### config.mk
export PLATFORM = sky130hd
export DESIGN_NAME = ps2_scan_rx
export DESIGN_NICKNAME = d
export VERILOG_FILES = /design/src/rtl/ps2_scan_rx.sv
export SDC_FILE = /design/constraint.sdc
export NUM_CORES = 1
export LEC_CHECK = 0
export BUFFER_PORTS_ARGS = -buffer_cell sky130_fd_sc_hd__buf_4
export CAP_MARGIN = 25
export CORE_ASPECT_RATIO = 0.8
export CORE_MARGIN = 5
export CORE_UTILIZATION = 40
export CTS_CLUSTER_DIAMETER = 150
export DETAILED_ROUTE_END_ITERATION = 12
export GPL_TIMING_DRIVEN = 0
export HOLD_SLACK_MARGIN = 0.08
export PLACE_DENSITY = 0.64
export SYNTH_ARGS = -nofsm -noshare
export SYNTH_HDL_FRONTEND = slang
export SYNTH_SLANG_ARGS = --single-unit
### constraint.sdc
create_clock -name clk -period 2.7 [get_ports clk]
set_input_delay 0.135 -clock clk [delete_from_list [all_inputs] [get_ports clk]]
set_output_delay 0.135 -clock clk [all_outputs]
set_load 0.02 [all_outputs]
### src/rtl/ps2_scan_rx.sv
// PS/2 device-to-host receiver: synchronises the PS/2 lines, deserialises
// 11-bit frames into scan codes, validates them, and queues good codes in a
// small FIFO for the downstream lookup stage.
module ps2_scan_rx #(
    parameter int FIFO_DEPTH  = 8,
    parameter int FIFO_AW     = 3,
    parameter int TIMEOUT_CYC = 50000
) (
    input  logic       clk,
    input  logic       clrn,
    input  logic       ps2_clk,
    input  logic       ps2_data,
    input  logic       nextdata_n,
    output logic [7:0] data,
    output logic       ready,
    output logic       overflow,
    output logic       parity_err
);

    localparam int TO_W = (TIMEOUT_CYC > 2) ? $clog2(TIMEOUT_CYC) : 1;
    localparam logic [TO_W-1:0]    TO_MAX   = TO_W'(TIMEOUT_CYC - 1);
    localparam logic [TO_W-1:0]    TO_ONE   = TO_W'(1);
    localparam logic [FIFO_AW:0]   CNT_FULL = (FIFO_AW + 1)'(FIFO_DEPTH);
    localparam logic [FIFO_AW:0]   CNT_ONE  = (FIFO_AW + 1)'(1);
    localparam logic [FIFO_AW-1:0] PTR_ONE  = FIFO_AW'(1);

    typedef enum logic {IDLE, RECV} state_t;

    // Line synchronisers and registered edge/bit sample
    logic [2:0] clk_sync_q;   // [0],[1] sync stages, [2] history
    logic [1:0] dat_sync_q;
    logic       fall_q;
    logic       bit_q;

    // Frame assembly
    state_t          state_q, state_d;
    logic [3:0]      bitcnt_q;
    logic [9:0]      shift_q;  // [0]=start, [8:1]=d0..d7, [9]=parity
    logic [TO_W-1:0] to_q;

    // FSM outputs
    logic frame_done;
    logic frame_valid;
    logic frame_ok;
    logic frame_bad;
    logic timeout_hit;

    // FIFO
    logic [7:0]         mem_q [FIFO_DEPTH];
    logic [FIFO_AW-1:0] rptr_q, wptr_q;
    logic [FIFO_AW:0]   count_q;
    logic               overflow_q;
    logic               parity_err_q;
    logic               pop, push, drop, full;

    // Synchronise both PS/2 lines; register the falling-edge strobe with its data bit
    always_ff @(posedge clk) begin
        if (!clrn) begin
            clk_sync_q <= 3'b111;
            dat_sync_q <= 2'b11;
            fall_q     <= 1'b0;
            bit_q      <= 1'b0;
        end else begin
            clk_sync_q <= {clk_sync_q[1:0], ps2_clk};
            dat_sync_q <= {dat_sync_q[0], ps2_data};
            fall_q     <= clk_sync_q[2] & ~clk_sync_q[1];
            bit_q      <= dat_sync_q[1];
        end
    end

    // Frame FSM state register
    always_ff @(posedge clk) begin
        if (!clrn) begin
            state_q <= IDLE;
        end else begin
            state_q <= state_d;
        end
    end

    // Frame FSM next-state logic
    always_comb begin
        state_d = state_q;
        case (state_q)
            IDLE: if (fall_q) state_d = RECV;
            RECV: if (frame_done || timeout_hit) state_d = IDLE;
            default: state_d = IDLE;
        endcase
    end

    // Frame FSM outputs: completion, validity and timeout strobes
    always_comb begin
        frame_done  = (state_q == RECV) && fall_q && (bitcnt_q == 4'd10);
        // bit_q carries the stop bit on the completing edge
        frame_valid = ~shift_q[0] & bit_q & (^shift_q[9:1]);
        frame_ok    = frame_done & frame_valid;
        frame_bad   = frame_done & ~frame_valid;
        timeout_hit = (state_q == RECV) && !fall_q && (to_q == TO_MAX);
    end

    // Bit counter, shift register and inactivity counter
    always_ff @(posedge clk) begin
        if (!clrn) begin
            bitcnt_q <= 4'd0;
            shift_q  <= 10'd0;
            to_q     <= '0;
        end else if (frame_done || timeout_hit) begin
            bitcnt_q <= 4'd0;
            to_q     <= '0;
        end else if (fall_q) begin
            shift_q  <= {bit_q, shift_q[9:1]};
            bitcnt_q <= bitcnt_q + 4'd1;
            to_q     <= '0;
        end else if (state_q == RECV) begin
            to_q <= to_q + TO_ONE;
        end else begin
            to_q <= '0;
        end
    end

    // FIFO control: a pop in the same cycle frees the slot a full push needs
    always_comb begin
        full = (count_q == CNT_FULL);
        pop  = ~nextdata_n & (count_q != '0);
        push = frame_ok & (~full | pop);
        drop = frame_ok & full & ~pop;
    end

    // FIFO storage
    always_ff @(posedge clk) begin
        if (!clrn) begin
            for (int i = 0; i < FIFO_DEPTH; i++) begin
                mem_q[i] <= 8'h00;
            end
        end else if (push) begin
            mem_q[wptr_q] <= shift_q[8:1];
        end
    end

    // FIFO pointers, occupancy and status flags
    always_ff @(posedge clk) begin
        if (!clrn) begin
            rptr_q       <= '0;
            wptr_q       <= '0;
            count_q      <= '0;
            overflow_q   <= 1'b0;
            parity_err_q <= 1'b0;
        end else begin
            if (push) wptr_q <= wptr_q + PTR_ONE;
            if (pop)  rptr_q <= rptr_q + PTR_ONE;
            case ({push, pop})
                2'b10:   count_q <= count_q + CNT_ONE;
                2'b01:   count_q <= count_q - CNT_ONE;
                default: count_q <= count_q;
            endcase
            if (drop) overflow_q <= 1'b1;
            parity_err_q <= frame_bad;
        end
    end

    assign data       = mem_q[rptr_q];
    assign ready      = (count_q != '0);
    assign overflow   = overflow_q;
    assign parity_err = parity_err_q;

endmodule

### Word level (Yosys, flattened, before mapping)

Memory sizes are Yosys's and may differ from the RTL's. A register that Yosys moved wholly into a read port is not among the register bits.
Cells that the tools add are included.

* $add $sub $neg: 6
* bitwise logic cells: 19
* muxes and demuxes: 13
* reduce and logical (&&, ||, !) cells: 13
* equality and inequality tests: 5

Operators by type and width (count)
* 16-bit by 1-bit adder with 16-bit output (second input constant): 1
* 16-bit equality test (second input constant): 1
* 1-bit AND: 9
* 3-bit 2-to-1 mux: 3
* 1-bit inverter: 9
* 9-bit parity: 1
* 4-bit by 1-bit adder with 4-bit output (second input constant): 2
* 4-bit equality test (second input constant): 2
* 8-bit 2-to-1 mux: 1
* 4-bit case mux with 2 select lines: 1
* 8-bit OR reduction: 1
* 1-bit 2-to-1 mux: 7
* 3-bit by 1-bit adder with 3-bit output (second input constant): 2
* 1-bit logical AND: 4
* 4-bit nonzero test: 1
* 4-bit OR reduction: 1
* 4-bit by 1-bit subtractor with 4-bit output (second input constant): 1
* 2-bit by 1-bit equality test with 1-bit output (second input constant): 1
* 2-bit equality test (second input constant): 1
* 1-bit case mux with 2 select lines: 1
* 2-bit AND reduction: 1
* 2-bit nonzero test: 1
* 2-bit OR reduction: 1
* 1-bit zero test: 1
* other kinds (2): 2

* word-level logic and storage cells: 70
* memories: 1
* memory bits (writable): 64
* register bits after elaboration: 50

Memories
* mem_q: depth 8, bits a word 8, rd ports 1, clocked after memory_dff 1, wr ports 8, line 49 `logic [7:0] mem_q [FIFO_DEPTH];`

### Depth between registers and ports, before layout

* depth in word-level cells: 10
* depth in mapped cells: 13

### Least setup slack after synthesis

No wires, ideal clock.

* path kind: register -> register
* start: reg shift_q[5]
* end: reg count_q[2]
* cell stages (with the launch flop): 11
* data required time: 2.578 ns
* library setup time: 0.122 ns
* arrival: 2.496 ns
* clock period less this slack: 2.618 ns
* path buffers: 0
* slack: 0.082 ns
* path through: dfxtp_1 -> xor2_1 -> xnor3_2 -> mux2_2 -> nand2_1 -> xnor2_1 -> ha_1 -> or3_1 -> nand3_1 -> a21oi_1 -> a311o_1

* cells in the longest elaborated chain, start to end: 6
* elaborated cells on any way between the ends: 8
* those cells by class: 2 x eq/ne; 1 x mux; 3 x bitwise; 2 x reduce/logical

RTL lines
* start: declaration: line 38 `logic [9:0] shift_q;`
* start signal: assignment: line 110 `shift_q <= {bit_q, shift_q[9:1]};`
* 9-bit parity (*): line 94 `frame_valid = ~shift_q[0] & bit_q & (^shift_q[9:1]);`
* 1-bit AND (*): line 94
* 1-bit AND (*): line 95 `frame_ok = frame_done & frame_valid;`
* 1-bit AND (*): line 124 `push = frame_ok & (~full | pop);`
* 2-bit by 1-bit equality test with 1-bit output or 2-bit equality test (tied branches): line 150 `case ({push, pop})`
* 4-bit case mux with 2 select lines or 2-bit nonzero test (tied branches)
* end signal: assignment: line 151 `2'b10: count_q <= count_q + CNT_ONE;`
* end signal: assignment: line 152 `2'b01: count_q <= count_q - CNT_ONE;`
* end signal: assignment: line 153 `default: count_q <= count_q;`
* end: declaration: line 51 `logic [FIFO_AW:0] count_q;`

Every way passes the cells marked *; elsewhere a longest branch is shown, timed or not.
A chain may end at the register's enable or synchronous reset.

### Final worst setup path

* start: reg shift_q[6]
* end: reg count_q[2]

The elaborated chain is that of the path after synthesis.

==> metrics.md <==
| Metric | Value |
|---|---|
| Crit Path Category | register to register |
| Antenna-violating nets left | 0 |
| Root Driver | clkbuf_16 |
| Post-synthesis xor/xnor area fraction | 0.0500 |
| Reg clk slew, reported paths | 0.06 ns |
| Largest net degree at the start of global routing | 17 |
| Final min period | 2.66 ns |
| Core Util, Final | 0.496 |
| Worst R2R Setup Slack | 0.04 ns |
| Wire per inst | 17.0 um |
| #FFs+latches synth | 117 |
| GRT overflow | 0 |
| Global routing usage on met3 | 0.0507 |
| Power density over the cells | 669 nW/um^2 |
| Final worst-path cycle share | 0.985 |
| Skew-Pair Late Insertion Delay | 0.42 ns |
| R2r endpoint | count_q[2] |
| FF-to-FF Start | shift_q[6] |
| Clk sinks | 117 |
| Post-synthesis mux area share | 0.113 |
| Ports | 16 |
| PnR worst setup slack | 0.0415 ns |
| Antenna violations before repair | 0 |
| Vias | 3591 |
| Row count | 37 |
| Post-Synthesis Cells | 442 |
| Placed Area | 5720 um^2 |
| Total die area | 15800 um^2 |
| GR Layer Usage met1 | 0.204 |
| Post-DP HPWL | 7830 um |
| Yosys cell types | 52 |
| Starting Density | 0.411 |
| Top achievable clock speed | 376 MHz |
| Slew Limit Headroom | 0.625 |
| Number of global-route vias before repair | 3743 |
| Post-Place Setup Slack | -0.179 ns |
| Critical Path Start Type | register |
| Ys async rst share | 0 |
| Worst hold path class | input pin to register |
| Fin cells | 679 |
| Finish-stage setup viols | 0 |
| DRC viols | 0 |
| Max Root-Sink Buffers | 2 |
| Gr usage total | 0.155 |
| Syn Std Cell Area | 5350 um^2 |
| Critical Path Sink Type | register |
| Post-layout instance area | 6450 um^2 |
| Die W | 139 um |
| Synth Area in Adders | 0.0140 |
| Avg Inst Size Synth | 12.1 um^2 |
| RSZ-0062 raised after global routing | yes |
| M2 GR Usage | 0.241 |
| Final #Nets | 502 |
| Post-Syn Nets | 453 |
| Die Ht | 113 um |
| CP arrival | 2.95 ns |
| Commonest non-fill, non-tap cells in the layout | nor3_1, edfxtp_1, dfxtp_1 |
| Sequential share of the synthesized area | 0.557 |
| First-pass GRT wire length | 19300 um |
| Total negative slack | 0 ns |
| Worst R2R Path Depth | 10 |
| CTS Buf Count | 17 |
| DR iter-0 viols | 226 |
| Ys flop type | edfxtp_1 |
| Final hold vios | 0 |
| Vias/cell | 5.29 |
| Status | finished, final reports clean |
| YS warnings | 0 |
| ANT cells | 0 |
| IO Port Bufs | 14 |
| Count of flip-flops with a built-in enable after synthesis | 64 |
| Routability cong. | 0.830 |
| CTS tree | done |
| Clock Skew | 0.0124 ns |
| Post-Synth Simple-Gate Area | 0.191 |
| Post-synthesis compound-gate area fraction | 0.0297 |
| Largest family of logic cells by synthesized area | simple AND/OR/NAND/NOR gates |
| CP endpoint | count_q[2] |
| CP Max Fanout | 6 |
| Final Max Slew Viols | 0 |
| Worst-Margin Slew | 0.563 ns |
| # H-tree levels | 4 |
| Drt first pass iters | 4 |
| Final wirelength | 11600 um |
| GRT busiest layer | met2 |
| Core Region | 13000 um^2 |
| DP Cell Count | 639 |
| Peak VDD IR | 379 uV |
| Layout cells sized above 1 | 0.242 |
| Max Cap Violations | 0 |
| Critical path origin | shift_q[6] |
| Req. time, crit path | 2.99 ns |
| Layout area overhead | 20.5% |
| Static leakage | 2.19 nW |
| Most common cell after layout, fill and taps aside | nor3_1 |
-- how the worst min path moves through the flow --
stage | from | endpoint | slack (ns) | depth (start not counted)
final | nextdata_n | count_q[1] | 0.21 | 3
after global routing | nextdata_n | count_q[1] | 0.25 | 3
after CTS | nextdata_n | count_q[1] | 0.18 | 3
after detailed placement | ps2_clk | clk_sync_q[0] | 0.32 | 2
after global placement | ps2_data | dat_sync_q[0] | 0.32 | 2
after floorplan | ps2_clk | clk_sync_q[0] | 0.24 | 1
-- cells by family (layout without fill, tap and decap cells) --
| logic type | after synthesis | after routing |
|---|---|---|
| XOR/XNOR | 25 | 25 |
| AO/OA/AOI/OAI | 25 | 25 |
| multiplexers | 38 | 38 |
| buffers and inverters | 43 | 105 |
| flip-flops | 117 | 117 |
| AND/OR/NAND/NOR | 188 | 188 |
| adder cells (fa/ha/maj) | 6 | 6 |
-- critical path: stages, from the launching register on --
cell     delay (ns)
dfxtp_2        0.34
xnor2_2        0.16
xnor3_2        0.50
mux2_4         0.36
nand2_1        0.09
xnor2_1        0.08
ha_2           0.20
or3_4          0.33
nand3_1        0.09
a21oi_1        0.06
a311o_1        0.32
-- per-stage QoR --
| stage | hold WS (ns) | power, mW |
|---|---|---|
| 2_1_floorplan | 0.236 | 2.05 |
| 3_3_place_gp | 0.318 | 2.09 |
| 3_5_place_dp | 0.322 | 2.10 |
| 4_1_cts | 0.184 | 4.35 |
| 5_1_grt | 0.253 | 4.46 |
| 6_report | 0.210 | 4.32 |
-- synthesized netlist by cell type, types with 2 or more instances --
library cell | number | area share
o21ai_0 | 12 | 0.011
nand2b_1 | 8 | 0.0094
ha_1 | 6 | 0.014
nand2_1 | 16 | 0.011
buf_2 | 5 | 0.0047
mux2i_1 | 12 | 0.022
buf_1 | 2 | 0.0014
o211ai_1 | 2 | 0.0028
nor2b_1 | 11 | 0.013
xnor2_1 | 15 | 0.025
buf_6 | 7 | 0.015
clkbuf_1 | 11 | 0.0077
xor2_1 | 7 | 0.011
and3_1 | 3 | 0.0035
mux4_2 | 16 | 0.067
nor2_1 | 28 | 0.020
or3_1 | 4 | 0.0047
mux2_2 | 9 | 0.019
nor4b_1 | 2 | 0.0033
dfxtp_1 | 53 | 0.20
nand3_1 | 13 | 0.012
nor3_1 | 73 | 0.068
xnor3_2 | 2 | 0.0089
nand4b_1 | 3 | 0.0049
and2_1 | 6 | 0.0070
clkinv_1 | 8 | 0.0056
dlygate4sd3_1 | 3 | 0.0056
a21oi_1 | 4 | 0.0037
inv_1 | 7 | 0.0049
nand4_1 | 8 | 0.0094
edfxtp_1 | 64 | 0.36
or2_2 | 2 | 0.0023
-- report_power, final --
group	internal, mW	switching (mW)	total, mW
Sequential	1.93	0.0171	1.94
Clock	1.38	0.869	2.25
Combinational	0.0517	0.0715	0.123
Total	3.36	0.958	4.32
-- metal layers --
metal | vias to the layer above | part of all wire
li1 | 1731 | -
met1 | 1750 | 0.46
met2 | 98 | 0.46
met3 | 12 | 0.070
met4 | 0 | 0.0099
met5 | - | 0
-- repair_timing --
action,in CTS,in global routing
setup endpoints to repair,39,26
hold buffers,3,0
pin swaps,1,3
hold endpoints to repair,3,0
buffers inserted,0,6
gates resized for setup,9,15
-- flip-flops by register name, indices dropped and copies added, names as in the netlist, 2 cells and up, named ones only --
| signal | cells |
|---|---|
| to_q | 16 |
| rptr_q | 3 |
| shift_q | 10 |
| wptr_q | 3 |
| mem_q | 64 |
| bitcnt_q | 4 |
| clk_sync_q | 3 |
| dat_sync_q | 2 |
| count_q | 4 |
-- area by class of cell --
cell class / count / area (um^2)
clock inverters: 15 / 168
plain buffers: 27 / 183
clock buffers: 17 / 425
fillers: 1119 / 6560
flip-flops and latches: 117 / 2990
repair buffers: 31 / 238
well taps: 175 / 219
inverters: 15 / 56.3
multi-input cells: 282 / 2170
Note: power is estimated with default switching activity, not from simulation.
